==> config.mk <==
export PLATFORM = sky130hd
export DESIGN_NAME = sseg_scan_mux
export DESIGN_NICKNAME = d
export VERILOG_FILES = /design/src/rtl/sseg_scan_mux.sv
export SDC_FILE = /design/constraint.sdc
export NUM_CORES = 1
export LEC_CHECK = 0
export ABC_AREA = 1
export CELL_PAD_IN_SITES_DETAIL_PLACEMENT = 2
export CELL_PAD_IN_SITES_GLOBAL_PLACEMENT = 2
export CORE_UTILIZATION = 26
export DETAILED_ROUTE_END_ITERATION = 7
export GPL_TIMING_DRIVEN = 0
export PLACE_DENSITY_LB_ADDON = 0.1
export SLEW_MARGIN = 20
export SYNTH_ARGS = -nofsm -noshare
export SYNTH_HDL_FRONTEND = slang
export SYNTH_SLANG_ARGS = --single-unit
==> constraint.sdc <==
create_clock -name clk -period 1.5 [get_ports clk]
set_input_delay 0.15 -clock clk [delete_from_list [all_inputs] [get_ports clk]]
set_output_delay 0.15 -clock clk [all_outputs]
set_load 0.02 [all_outputs]
==> src/rtl/sseg_scan_mux.sv <==
// Time-multiplexed seven-segment digit scanner with a tear-free frame
// buffer, per-digit blanking, decimal points and leading-zero blanking.
module sseg_scan_mux #(
    parameter int NUM_DIGITS  = 4,
    parameter int REFRESH_DIV = 100000,
    localparam int IDX_W      = $clog2(NUM_DIGITS)
) (
    input  logic                    clk,
    input  logic                    rst,
    input  logic                    en,
    input  logic [4*NUM_DIGITS-1:0] digits_in,
    input  logic [NUM_DIGITS-1:0]   dp_in,
    input  logic [NUM_DIGITS-1:0]   blank_in,
    input  logic                    lzb_en,
    output logic [NUM_DIGITS-1:0]   anode_n,
    output logic [3:0]              bcd_seg,
    output logic                    dp_o,
    output logic [IDX_W-1:0]        digit_idx,
    output logic                    frame_tick
);

    localparam int CNT_W = (REFRESH_DIV > 1) ? $clog2(REFRESH_DIV) : 1;
    localparam logic [CNT_W-1:0] CNT_LAST = CNT_W'(REFRESH_DIV - 1);
    localparam logic [IDX_W-1:0] IDX_LAST = IDX_W'(NUM_DIGITS - 1);

    logic [CNT_W-1:0]        r_cnt;
    logic [IDX_W-1:0]        r_idx;
    logic [4*NUM_DIGITS-1:0] r_dig;
    logic [NUM_DIGITS-1:0]   r_dp;
    logic [NUM_DIGITS-1:0]   r_blank;
    logic                    r_tick;

    logic                    w_step;
    logic                    w_wrap;
    logic [NUM_DIGITS-1:0]   w_zero_up;
    logic [NUM_DIGITS-1:0]   w_dark;
    logic [3:0]              w_sel;
    logic                    w_lit;

    assign w_step = en && (r_cnt == CNT_LAST);
    assign w_wrap = w_step && (r_idx == IDX_LAST);

    // Shadow only refreshes at a frame boundary or while the display is off.
    always_ff @(posedge clk) begin
        if (rst) begin
            r_cnt   <= '0;
            r_idx   <= '0;
            r_dig   <= '0;
            r_dp    <= '0;
            r_blank <= '0;
            r_tick  <= 1'b0;
        end else begin
            r_tick <= w_wrap;
            if (en) begin
                if (w_step) begin
                    r_cnt <= '0;
                    r_idx <= w_wrap ? '0 : r_idx + 1'b1;
                end else begin
                    r_cnt <= r_cnt + 1'b1;
                end
            end
            if (!en || w_wrap) begin
                r_dig   <= digits_in;
                r_dp    <= dp_in;
                r_blank <= blank_in;
            end
        end
    end

    // Bit k set when shadow digits k..NUM_DIGITS-1 are all zero.
    always_comb begin
        w_zero_up = '0;
        for (int k = 0; k < NUM_DIGITS; k++) begin
            w_zero_up[k] = ((r_dig >> (4 * k)) == '0);
        end
    end

    assign w_dark = r_blank
                  | (w_zero_up & ~NUM_DIGITS'(1) & {NUM_DIGITS{lzb_en}});

    assign w_sel = r_dig[{r_idx, 2'b00} +: 4];
    assign w_lit = en && !rst && !w_dark[r_idx];

    assign anode_n    = w_lit ? ~(NUM_DIGITS'(1) << r_idx) : '1;
    assign bcd_seg    = w_lit ? w_sel : 4'hF;
    assign dp_o       = w_lit && r_dp[r_idx];
    assign digit_idx  = r_idx;
    assign frame_tick = r_tick;

endmodule

* Yosys cells after proc, flatten, opt, wreduce, memory -nomap -nowiden
Cells that the tools add are included.
** Operators by class
- $add $sub $neg :: 2
- Multiply operators :: 0
- Div/mod/pow operators :: 0
- $lt $le $gt $ge :: 1
- Equal/unequal tests :: 2
- Shift operators :: 2
- Muxes and demuxes :: 8
- Bitwise logic cells :: 3
- Reductions and logical operators :: 13
** Operator list (count)
- 16-bit logical NOT :: 3
- 17-bit by 1-bit adder with 17-bit output (second input constant) :: 1
- 17-bit == test (second input constant) :: 1
- 17-bit two-way mux :: 1
- 16-bit by 5-bit indexed part select with 4-bit output :: 1
- 4-bit two-way mux :: 2
- 1-bit logical AND :: 5
- 4-bit AND :: 1
- 1-bit binary-select mux with 2-bit select :: 2
- 4-bit NOT :: 1
- 4-bit OR :: 1
- 1-bit by 2-bit << shifter with 4-bit output (first input constant) :: 1
- 1-bit logical NOT :: 3
- 2-bit by 3-bit < comparator with 1-bit output (second input constant) :: 1
- 2-bit by 1-bit adder with 2-bit output (second input constant) :: 1
- 2-bit == test (second input constant) :: 1
- 1-bit two-way mux :: 2
- 2-bit two-way mux :: 1
- 2-bit AND reduction :: 1
- 1-bit logical OR :: 1
** Storage, ports and cells
- Register bits after elaboration :: 44
- Latch bits :: 0
- Memory bits (writable) :: 0
- Bits in read-only memories :: 0
- Bits of input ports :: 28
- Output and inout bits :: 12
- Logic and storage cells :: 37
- Memories kept :: 0

* Longest topological paths before layout
Gate-level depths: netlist of the first run.
- Word-level depth :: 8
- Gate-level depth with buffers :: 10
- Mapped depth without buffers :: 10

* Worst setup path before layout of the first run
Ideal clock, no wire load.
- Kind :: register to output
- From :: register r_idx[1], in the netlist digit_idx[1]
- To :: output dp_o
- Arrival time :: 1.462 ns
- Data required time :: 1.350 ns
- Path slack :: -0.112 ns
- Stages on the path, launching flop included :: 7
- Buffers on the path :: 0
- Cell sequence :: dfxtp_1 -> clkinv_1 -> a21oi_1 -> o21ai_0 -> nand2_1 -> inv_1 -> nor2_1
** Between the ends
- Longest elaborated chain between the ends :: 5
- Elaborated cells between the ends (all ways) :: 7
- Classes of those cells :: 4 x mux; 3 x reduce/logical
** RTL lines
- start: declaration :: line 27 : logic [IDX_W-1:0] r_idx;
- start signal: assignment :: line 57 : r_idx <= w_wrap ? '0 : r_idx + 1'b1;
- 1-bit binary-select mux with 2-bit select :: line 82 : assign w_lit = en && !rst && !w_dark[r_idx];
- 1-bit two-way mux (implied by the code) :: line 82
- 1-bit logical NOT :: line 82
- 1-bit logical AND :: line 82
- 1-bit logical AND * :: line 86 : assign dp_o = w_lit && r_dp[r_idx];
- end: declaration :: line 17 : output logic dp_o,
Every way passes the cells marked *; elsewhere a longest branch is shown, timed or not. The select of a mux whose other input is x is not followed.

* Worst setup path in the final report of the first run
- From :: register r_dig[13]
- To :: output anode_n[3]
** Between the ends
- Longest elaborated chain between the ends :: 8
- Elaborated cells between the ends (all ways) :: 10
- Classes of those cells :: 3 x mux; 2 x bitwise; 5 x reduce/logical
** RTL lines
- start: declaration :: line 28 : logic [4*NUM_DIGITS-1:0] r_dig;
- start signal: assignment :: line 63 : r_dig <= digits_in;
- 16-bit logical NOT :: line 74 : w_zero_up[k] = ((r_dig >> (4 * k)) == '0);
- 4-bit AND * :: line 79 : | (w_zero_up & ~NUM_DIGITS'(1) & {NUM_DIGITS{lzb_en}});
- 4-bit OR * :: line 79
- 1-bit binary-select mux with 2-bit select * :: line 82
- 1-bit two-way mux (implied by the code) * :: line 82
- 1-bit logical NOT * :: line 82
- 1-bit logical AND * :: line 82
- 4-bit two-way mux * :: line 84 : assign anode_n = w_lit ? ~(NUM_DIGITS'(1) << r_idx) : '1;
- end: declaration :: line 15 : output logic [NUM_DIGITS-1:0] anode_n,
Marked as above.

==> run_results.csv, run 1 <==
group,metric,value,unit
status,violations,"negative setup slack",
drt,via_count,2692,
clock_network,insertion_delay,0.31,ns
power_and_ir_drop,switching_power,709,uW
power_and_ir_drop,swShare,28.4,%
sta,worstMarginPinSlew,0.965,ns
drt,drt_iter0_drc,69,
clock_network,clkTransAtPathRegs,0.09,ns
synth,syn-cell-area,2490,um2
synth,synth_compound_area_share,14.4,%
sta,rsz0062_at_grt,"true",
setup_path,crit_path_max_fanout,5,
synth,ys_warn_count,0,
global_route,groute.usage.overall,19.4,%
sta,maxSlewViolCount,0,
clock_network,tritoncts,"done",
synth,synth_mux_area_share,0,%
setup_path,path_cells,"nor2_4 > nand2_2 > nor2_4 > nand3_2 > nand2_4 > nand2_4 > nand4_1 > buf_6",
drt,avgRoutedWirePerCell,16.3,um
finish,finish.utilization,40.1,%
floorplan,die_area,9960,um2
status,outcome,"finished with violations",
finish,drive_gt1_share,30.1,%
global_route,overflow,0,
power_and_ir_drop,p_total,2.49,mW
synth,synth-simple-area-share,35.1,%
synth,synthAdderAreaFrac,2.52,%
setup_path,worst_setup_path_end_kind,"output pin",
synth,synth_area_per_cell,6.63,um2
place,portBuffers,37,
floorplan,io_pins,40,
global_route,grt_pass1_vias,3013,
setup_path,max_stage_delay,0.35,ns
power_and_ir_drop,pwr-share-seq,49.9,%
power_and_ir_drop,powerDensity,673,nW/um2
floorplan,coreArea,9240,um2
finish,final_nets,474,
global_route,grt_pass1_wl,14900,um
global_route,grt_start_max_net_pins,13,
floorplan,rows,35,
floorplan,start_util,26.9,%
power_and_ir_drop,combPwrFrac,17.2,%
floorplan,die_h,99.8,um
drt,via_per_inst,4.71,
min_path,min_path_type,"primary input to register",
finish,diodes,0,
global_route,gr-max-usage-layer,"met2",
sta,slew_headroom,35.7,%
drt,drc,0,
run,cap_viol_max_count,0,
setup_path,worstPathArrival,1.51,ns
place,gp_congestion,0.763,
setup_path,path_buf_inv,1,
clock_network,htree_levels,2,
drt,firstDrtPassIters,4,
sta,max_freq,0.601,GHz
synth,syn_inst,375,
place,dp_hpwl,6310,um
global_route,grt_antenna_before_repair,0,
drt,ant_nets,0,
floorplan,die_w,99.8,um
power_and_ir_drop,p_leak,1.56,nW
clock_network,root_buffer,"clkbuf_8",
global_route,gr-usage-met2,39.0,%
global_route,met1_usage,21.1,%
synth,synth_fp_nets,408,
finish,area_delta_synth_final,49.0,%
clock_network,clock-sinks,44,
setup_path,cpMaxStageDelayCell,"dfxtp_2",
sta,worst_slack,-0.165,ns
drt,wirelength,9300,um
setup_path,crit_type,"register to output pin",
clock_network,clock_path_buffers,2,
sta,hold_viol_final,0,
synth,ys_seq_area_share,35.4,%
place,dp_slack,-0.782,ns
clock_network,cts_buffers,5,
synth,synth_top_area_share,35.4,%
synth,synth_top_area_cell,"dfxtp_1",
sta,fin_skew,0.00684,ns
power_and_ir_drop,ir_drop,0.312,mV
sta,setup_viol,33,
setup_path,cp.required,1.35,ns
power_and_ir_drop,clock_power_share,32.8,%
synth,synth_cell_types,27,
power_and_ir_drop,p_int,1.79,mW
setup_path,path_delay_family,"simple AND/OR/NAND/NOR gates",
synth,synth_area_leaders,"dfxtp_1 35%, nor2_1 11%, nand2_1 11%",
sta,fin_crit_sh,111,%
synth,synth_top_family_by_area,"simple AND/OR/NAND/NOR gates",
sta,period_minus_slack,1.66,ns
synth,synth_seq_cells,44,
global_route,met3_usage,2.92,%
clock_network,cts_hold_buf,0,
synth,synth_xor_area_share,2.11,%
setup_path,start_kind,"register",
==> power groups by stage <==
stage	clock (mW)	sequential [mW]	combinational, mW
global route	0.886	1.25	0.478
finish	0.819	1.25	0.430
CTS	0.852	1.24	0.416
global placement	0	1.27	0.346
floorplan	0	1.26	0.205
detailed placement	0	1.27	0.357
==> registers in the layout (all words and copies together) (netlist names) <==
signal,flops
r_cnt,17
r_dig,16
r_blank,4
r_dp,4
frame_tick,1
digit_idx,2
==> kinds of logic (layout without fill, tap and decap cells) <==
| family | count (synthesis) | count (layout) |
|---|---|---|
| and+or+nand+nor | 203 | 205 |
| buffers and inverters | 61 | 126 |
| AOI/OAI and AO/OA | 56 | 56 |
| DFF | 44 | 44 |
| xor gates and xnor gates | 6 | 6 |
| adders and majority gates | 5 | 5 |
==> metal layers <==
| metal | part of all wire [%] | up-vias |
|---|---|---|
| li1 | - | 1337 |
| met1 | 42 | 1323 |
| met2 | 55 | 24 |
| met3 | 2.0 | 8 |
| met4 | 1.2 | 0 |
| met5 | 0 | - |
==> timing repair <==
action | 4_1_cts | 5_1_grt
endpoints found under the setup margin | 48 | 49
gates cloned | 4 | 1
pin swaps | 19 | 8
gates resized for setup | 127 | 35
setup buffers | 14 | 4
==> cell usage in the layout (no fill, tap or decap), drive strengths merged, types with 5 or more instances in the layout <==
| cell | n |
|---|---|
| a21oi | 40 |
| o21ai | 15 |
| ha | 5 |
| clkdlybuf4s50 | 26 |
| nand2 | 74 |
| inv | 42 |
| nor2 | 74 |
| clkbuf | 12 |
| xor2 | 5 |
| buf | 42 |
| dfxtp | 44 |
| nand3 | 40 |
| nand4 | 11 |
==> final cells by class <==
cell class,count,area [um2]
clock buffer,8,90.1
timing repair buffer,57,601
inverter,44,175
multi-input combinational,272,1620
fill,1099,5530
tap,129,161
sequential,44,906
buffer,17,156
==> worst register-to-register path, cell delays in order, from the launching register on <==
cell	delay, ns
dfxtp_2	0.35
nand2_1	0.09
nor2_1	0.15
nand2_2	0.10
nor2_4	0.14
nand3_2	0.15
buf_12	0.20
buf_12	0.15
a21oi_4	0.12
nor2_1	0.06
==> path summary, 6_finish.rpt <==
kind | depth (start not counted) | to | slack [ns] | startpoint
max | 8 | anode_n[3] | -0.16 | r_dig[13]$_SDFFE_PP0P_
min | 2 | r_cnt[4]$_SDFFE_PP0P_ | 0.19 | rst
max reg2reg | 9 | r_blank[1]$_SDFFE_PP0P_ | -0.13 | r_cnt[9]$_SDFFE_PP0P_
min reg2reg | 4 | r_cnt[16]$_SDFFE_PP0P_ | 0.53 | r_cnt[16]$_SDFFE_PP0P_
==> per-stage QoR <==
| stage | setup TNS, ns | std cells | area [um2] | hold slack, ns |
|---|---|---|---|---|
| global route | -7.43 | 571 | 3710 | 0.197 |
| floorplan | 0 | 375 | 2490 | 0.274 |
| finish | -3.59 | 571 | 3710 | 0.190 |
| detailed placement | -13.74 | 541 | 3020 | 0.503 |
| CTS | -3.06 | 567 | 3560 | 0.181 |
| global placement | -11.72 | 541 | 3020 | 0.489 |
==> Yosys cell counts (all sizes together) <==
cell type and instances:
inv 42, dfxtp 44, a21oi 40, a211oi 1
nand3 40, and3 2, o21ai 15, clkbuf 4
or2 1, nand4 11, xor2 5, nand2 72
clkinv 2, nand3b 1, nor2 74, ha 5
buf 13, nor3 2, xnor2 1
Note: power is estimated with default switching activity, not from simulation.
==> inputs of run 2 (changes only) <==
--- a/config.mk
+++ b/config.mk
@@ -12,6 +12,7 @@
 export DETAILED_ROUTE_END_ITERATION = 7
 export GPL_TIMING_DRIVEN = 0
 export PLACE_DENSITY_LB_ADDON = 0.1
+export SETUP_SLACK_MARGIN = 0.05
 export SLEW_MARGIN = 20
 export SYNTH_ARGS = -nofsm -noshare
 export SYNTH_HDL_FRONTEND = slang
==> run 2 against run 1 <==
  * The run still ends with negative setup slack left
  * Sequential share of layout area is 0.89 points lower
  * Maximum frequency is 6.1% lower
  * Design area up 3.6%
  * Global-route usage increased by 0.20 points
  * Largest cell class unchanged
  * Largest power group unchanged
==> run_results.csv, run 2 (synthesized netlist as in run 1, its figures left out) <==
group,metric,value,unit
sta,worstMarginPinSlew,0.935,ns
sta,worst_slack,-0.273,ns
setup_path,crit_type,"register to output pin",
setup_path,cpMaxStageDelayCell,"dfxtp_4",
min_path,min_path_type,"primary input to register",
sta,final.setup.tns,-3.62,ns
sta,max_freq,0.564,GHz
finish,finish.utilization,41.6,%
finish,fill_cells,1084,
status,violations,"negative setup slack",
sta,fin_crit_sh,118,%
drt,avgRoutedWirePerCell,16.6,um
drt,via_count,2714,
finish,final_cells,570,
finish,layout_commonest_cell,"nand2_1",
setup_path,worstPathArrival,1.62,ns
setup_path,path_buf_inv,2,
finish,drive_gt1_share,33.8,%
sta,period_minus_slack,1.77,ns
floorplan,die_w,99.8,um
sta,hold_viol_final,0,
place,dp_hpwl,6270,um
finish,regMostFlops,"r_cnt",
drt,ant_nets,0,
setup_path,path_cells,"clkinvlp_4 > nor2_2 > nand2_2 > nand2_4 > nand3_4 > nor2_4 > buf_6",
sta,setup_viol,33,
run,cap_viol_max_count,0,
clock_network,cts_buffers,5,
floorplan,die_h,99.8,um
drt,via_per_inst,4.76,
clock_network,clkTransAtPathRegs,0.09,ns
floorplan,die_area,9960,um2
sta,fin_skew,0.00846,ns
setup_path,max_stage_delay,0.40,ns
clock_network,clock-sinks,44,
drt,drt_iter0_drc,62,
power_and_ir_drop,p_total,2.53,mW
finish,largest_register_ffs,17,
clock_network,root_buffer,"clkbuf_8",
global_route,grt_start_max_net_pins,13,
drt,drc,0,
power_and_ir_drop,ir_drop,0.328,mV
place,dp_slack,-0.805,ns
drt,wirelength,9480,um
clock_network,insertion_delay,0.31,ns
global_route,overflow,0,
status,outcome,"finished with violations",
global_route,grt_pass1_wl,15200,um
setup_path,worst_setup_path_end_kind,"output pin",
floorplan,coreArea,9240,um2
power_and_ir_drop,p_leak,1.52,nW
place,gp_congestion,0.737,
drt,firstDrtPassIters,4,
global_route,grt_pass1_vias,2994,
setup_path,cp.required,1.35,ns
sta,slew_headroom,37.7,%
clock_network,htree_levels,2,
finish,final_nets,474,
finish,mostFrequentLayoutCells,"58 x nand2_1, 50 x nor2_1, 38 x inv_1, 33 x dfxtp_1, 26 x clkdlybuf4s50_1",
power_and_ir_drop,powerDensity,658,nW/um2
finish,diodes,0,
floorplan,start_util,26.9,%
clock_network,cts_hold_buf,0,
sta,rsz0062_at_grt,"true",
clock_network,clock_path_buffers,2,
global_route,groute.usage.overall,19.6,%
floorplan,io_pins,40,
finish,largestRegisters,"r_cnt (17), r_dig (16)",
setup_path,path_delay_family,"simple AND/OR/NAND/NOR gates",
clock_network,tritoncts,"done",
global_route,grt_antenna_before_repair,0,
setup_path,crit_path_max_fanout,9,
place,portBuffers,37,
floorplan,rows,35,
finish,area_delta_synth_final,54.5,%
setup_path,start_kind,"register",
place,placed_cells,541,
sta,maxSlewViolCount,0,
[run 2: cell types whose count changed in the layout (fill, tap and decap cells not counted), sizes merged]
| cell | before | now |
|---|---|---|
| buf | 42 | 43 |
| clkbuf | 12 | 11 |
| dlygate4sd2 | 1 | 2 |
| dlymetal6s2s | 1 | 0 |
| clkinvlp | 0 | 1 |
| nand2 | 74 | 73 |
| inv | 42 | 41 |
[run 2: what timing repair did]
action                                  CTS  global route
resized for setup                       120            66
buffers inserted                         13             7
pin swaps                                24            23
endpoints found under the setup margin   48            50
gates cloned                              3             0
[run 2: worst reg2reg max path: cells and delay by family, from the launching register on]
family                 cells  cell delay [ns]
AOI/OAI and AO/OA          1             0.11
DFF                        1             0.38
and+or+nand+nor            6             0.67
buffers and inverters      2             0.33
[run 2: through the flow]
| step | hold WS [ns] | instance area (um2) |
|---|---|---|
| detailed placement | 0.506 | 3030 |
| global route | 0.175 | 3840 |
| CTS | 0.182 | 3540 |
| finish | 0.164 | 3840 |
| global placement | 0.485 | 3030 |
| floorplan | 0.274 | 2500 |
[run 2: power by group]
part	total, mW	leakage [nW]	switching [mW]	internal, mW
Clock	0.851	0.0503	0.439	0.412
Sequential	1.25	0.367	0.0331	1.21
Combinational	0.432	1.11	0.240	0.192
[run 2: layer usage]
| layer | GRT usage [%] | wire length, um | part of all wire [%] |
|---|---|---|---|
| met1 | 23.0 | 4040 | 43 |
| met2 | 37.4 | 5070 | 53 |
| met3 | 2.58 | 234 | 2.5 |
| met4 | 4.75 | 133 | 1.4 |
| met5 | 0 | 0 | 0 |
[run 2: layout make-up]
type                       instances  area (um2)  share of cell area, %
buffer                            17         141                   3.68
multi-input combinational        271        1760                   45.8
timing repair buffer              58         593                   15.4
sequential                        44         905                   23.5
tap                              129         161                   4.20
inverter                          44         186                   4.85
clock buffer                       7        96.3                   2.51
[run 2: worst paths after layout]
kind | from | to | slack [ns] | cells past startpoint
worst max-delay path | digit_idx[0]$_SDFFE_PP0P_ | dp_o | -0.27 | 7
worst min-delay path | rst | r_cnt[2]$_SDFFE_PP0P_ | 0.16 | 2
worst max register to register | r_cnt[10]$_SDFFE_PP0P_ | r_dp[0]$_SDFFE_PP0P_ | -0.09 | 9
worst min register to register | r_cnt[10]$_SDFFE_PP0P_ | r_cnt[10]$_SDFFE_PP0P_ | 0.56 | 2
==> inputs of run 3 (changes only) <==
--- a/config.mk
+++ b/config.mk
@@ -8,7 +8,7 @@
 export ABC_AREA = 1
 export CELL_PAD_IN_SITES_DETAIL_PLACEMENT = 2
 export CELL_PAD_IN_SITES_GLOBAL_PLACEMENT = 2
-export CORE_UTILIZATION = 26
+export CORE_UTILIZATION = 29
 export DETAILED_ROUTE_END_ITERATION = 7
 export GPL_TIMING_DRIVEN = 0
 export PLACE_DENSITY_LB_ADDON = 0.1
==> constraint.sdc (replaced) <==
create_clock -name clk -period 2 [get_ports clk]
set_input_delay 0.2 -clock clk [delete_from_list [all_inputs] [get_ports clk]]
set_output_delay 0.2 -clock clk [all_outputs]
set_load 0.02 [all_outputs]
==> run 3 against run 2 <==
  * The flow now finishes without violations
  * Clock-buffer cell count is 1 lower
  * Worst hold slack better by 0.050 ns
  * Utilization is 4.5 points lower
  * Combinational power is 40% lower
  * Global-route usage is 0.52 points lower
  * Register-to-register slack better by 0.32 ns
  * First-iteration DRC count is 32% lower
  * Final cell count is 8.1% lower
  * Critical endpoint unchanged
  * Wire length is 15% lower
  * Sequential share of layout area is 5.4 points higher
==> run_results.csv, run 3 (synthesized netlist as in run 1, its figures left out) <==
group,metric,value,unit
finish,finish.utilization,37.1,%
finish,layout.area.seq,886,um2
finish,drive_gt1_share,15.3,%
place,placed_cells,517,
drt,drt_iter0_drc,42,
clock_network,post_cts_buffers,0,
clock_network,cts_buffers,5,
floorplan,coreArea,8260,um2
sta,final.setup.tns,0,ns
finish,final_cells,524,
run,cap_viol_max_count,0,
clock_network,cts_hold_buf,0,
finish,largest_register_ffs,17,
finish,largestRegisters,"r_cnt (17), r_dig (16)",
finish,final_nets,452,
setup_path,start_kind,"register",
sta,fin_skew,0.00308,ns
setup_path,worst_setup_path_end_kind,"output pin",
setup_path,worstPathArrival,1.59,ns
place,gp_congestion,0.742,
min_path,min_path_type,"primary input to register",
global_route,overflow,0,
setup_path,rr_worst_depth,10,
clock_network,htree_levels,2,
place,portBuffers,37,
sta,worst_hold_slack,0.215,ns
global_route,grt_pass1_wl,13100,um
power_and_ir_drop,p_int,1.26,mW
power_and_ir_drop,p_total,1.75,mW
sta,rsz0062_at_grt,"false",
drt,via_per_inst,4.90,
sta,setup_viol,0,
floorplan,die_h,94.6,um
drt,firstDrtPassIters,4,
min_path,hold_path_depth,2,
clock_network,clkTransAtPathRegs,0.08,ns
sta,maxSlewViolCount,0,
setup_path,crit_path_max_fanout,10,
power_and_ir_drop,p_leak,1.29,nW
global_route,grt_pass1_vias,2744,
sta,max_freq,0.557,GHz
floorplan,die_w,94.6,um
drt,avgRoutedWirePerCell,15.3,um
setup_path,crit_type,"register to output pin",
finish,diodes,0,
power_and_ir_drop,combPwrFrac,14.9,%
finish,multi_input_area,1380,um2
clock_network,clock-sinks,44,
sta,hold_viol_final,0,
finish,area_delta_synth_final,23.1,%
drt,drc,0,
clock_network,root_buffer,"clkbuf_8",
status,outcome,"finished, final reports clean",
floorplan,start_util,30.1,%
drt,wirelength,8010,um
power_and_ir_drop,switching_power,484,uW
clock_network,insertion_delay,0.30,ns
floorplan,io_pins,40,
sta,slew_headroom,51.8,%
clock_network,tritoncts,"done",
drt,via_count,2568,
power_and_ir_drop,pwr-share-seq,53.3,%
floorplan,rows,33,
floorplan,die_area,8950,um2
drt,ant_nets,0,
sta,fin_crit_sh,89.7,%
global_route,grt_antenna_before_repair,0,
finish,mostFrequentLayoutCells,"68 x nand2_1, 68 x nor2_1, 42 x dfxtp_1, 41 x inv_1, 39 x nand3_1",
clock_network,clock_path_buffers,2,
power_and_ir_drop,powerDensity,570,nW/um2
global_route,groute.usage.overall,19.1,%
power_and_ir_drop,ir_drop,0.239,mV
finish,fill_cells,1030,
sta,period_minus_slack,1.79,ns
sta,worstMarginPinSlew,0.723,ns
power_and_ir_drop,clock_power_share,31.8,%
power_and_ir_drop,swShare,27.7,%
place,dp_hpwl,6090,um
setup_path,cp.required,1.80,ns
global_route,grt_start_max_net_pins,13,
finish,regMostFlops,"r_cnt",
## run 3: cell types whose count changed in the layout (fill, tap and decap cells not counted), moves of 8 or more
cell and delta:
nand2_2 -9, nor2_1 +18, buf_2 +9, a21oi_4 -10
nor2_4 -13, nand3_2 -10, a21oi_2 +8, nand2_1 +10
dfxtp_1 +9, nand3_1 +14, buf_4 -20
## run 3: path summary, 6_finish.rpt
kind | slack, ns | endpoint | start
worst min register to register | 0.53 | r_cnt[1]$_SDFFE_PP0P_ | r_cnt[1]$_SDFFE_PP0P_
worst max-delay path | 0.21 | dp_o | digit_idx[0]$_SDFFE_PP0P_
worst min-delay path | 0.21 | r_cnt[2]$_SDFFE_PP0P_ | rst
worst max register to register | 0.23 | r_dig[5]$_SDFFE_PP0P_ | r_cnt[0]$_SDFFE_PP0P_
## run 3: timing repair
action / in CTS / in global routing
setup endpoints to repair: 9 / 10
cloned: 0 / 0
gates resized for setup: 37 / 15
pin swaps: 0 / 0
## run 3: power by group through the flow
stage,registers [mW],clock network (mW),logic (mW)
floorplan,0.946,0,0.153
global placement,0.952,0,0.257
detailed placement,0.954,0,0.266
CTS,0.932,0.576,0.267
global route,0.937,0.607,0.294
finish,0.932,0.555,0.260
## run 3: metal layers
| layer | global-route usage (%) | up-vias | share of wire (%) |
|---|---|---|---|
| met4 | 4.92 | 0 | 1.0 |
| met5 | 0 | - | 0 |
| met3 | 2.74 | 9 | 2.0 |
| met1 | 21.9 | 1247 | 46 |
| li1 | - | 1286 | - |
| met2 | 36.5 | 26 | 51 |
## run 3: critical path: stages, from the launching register on
cell and delay (ns):
dfxtp_2 0.37, clkbuf_4 0.21, nor2_1 0.11, nand2_1 0.09, nand2_4 0.13, nand3_1 0.09, nor2_1 0.11, buf_2 0.18
## run 3: layout make-up
cell class / count / area share (%)
repair buffers: 37 / 10.6
multi-input cells: 270 / 44.9
clock inverters: 1 / 0.163
plain buffers: 17 / 3.27
inverters: 44 / 5.47
flip-flops and latches: 44 / 28.9
well taps: 105 / 4.29
clock buffers: 6 / 2.37
## run 3: metrics by stage
step | cell area [um2] | worst slack, ns
after floorplan | 2490 | 0.338
after global placement | 2990 | -0.412
after detailed placement | 2990 | -0.436
after CTS | 3100 | 0.0507
after global routing | 3060 | 0.0710
final | 3060 | 0.206
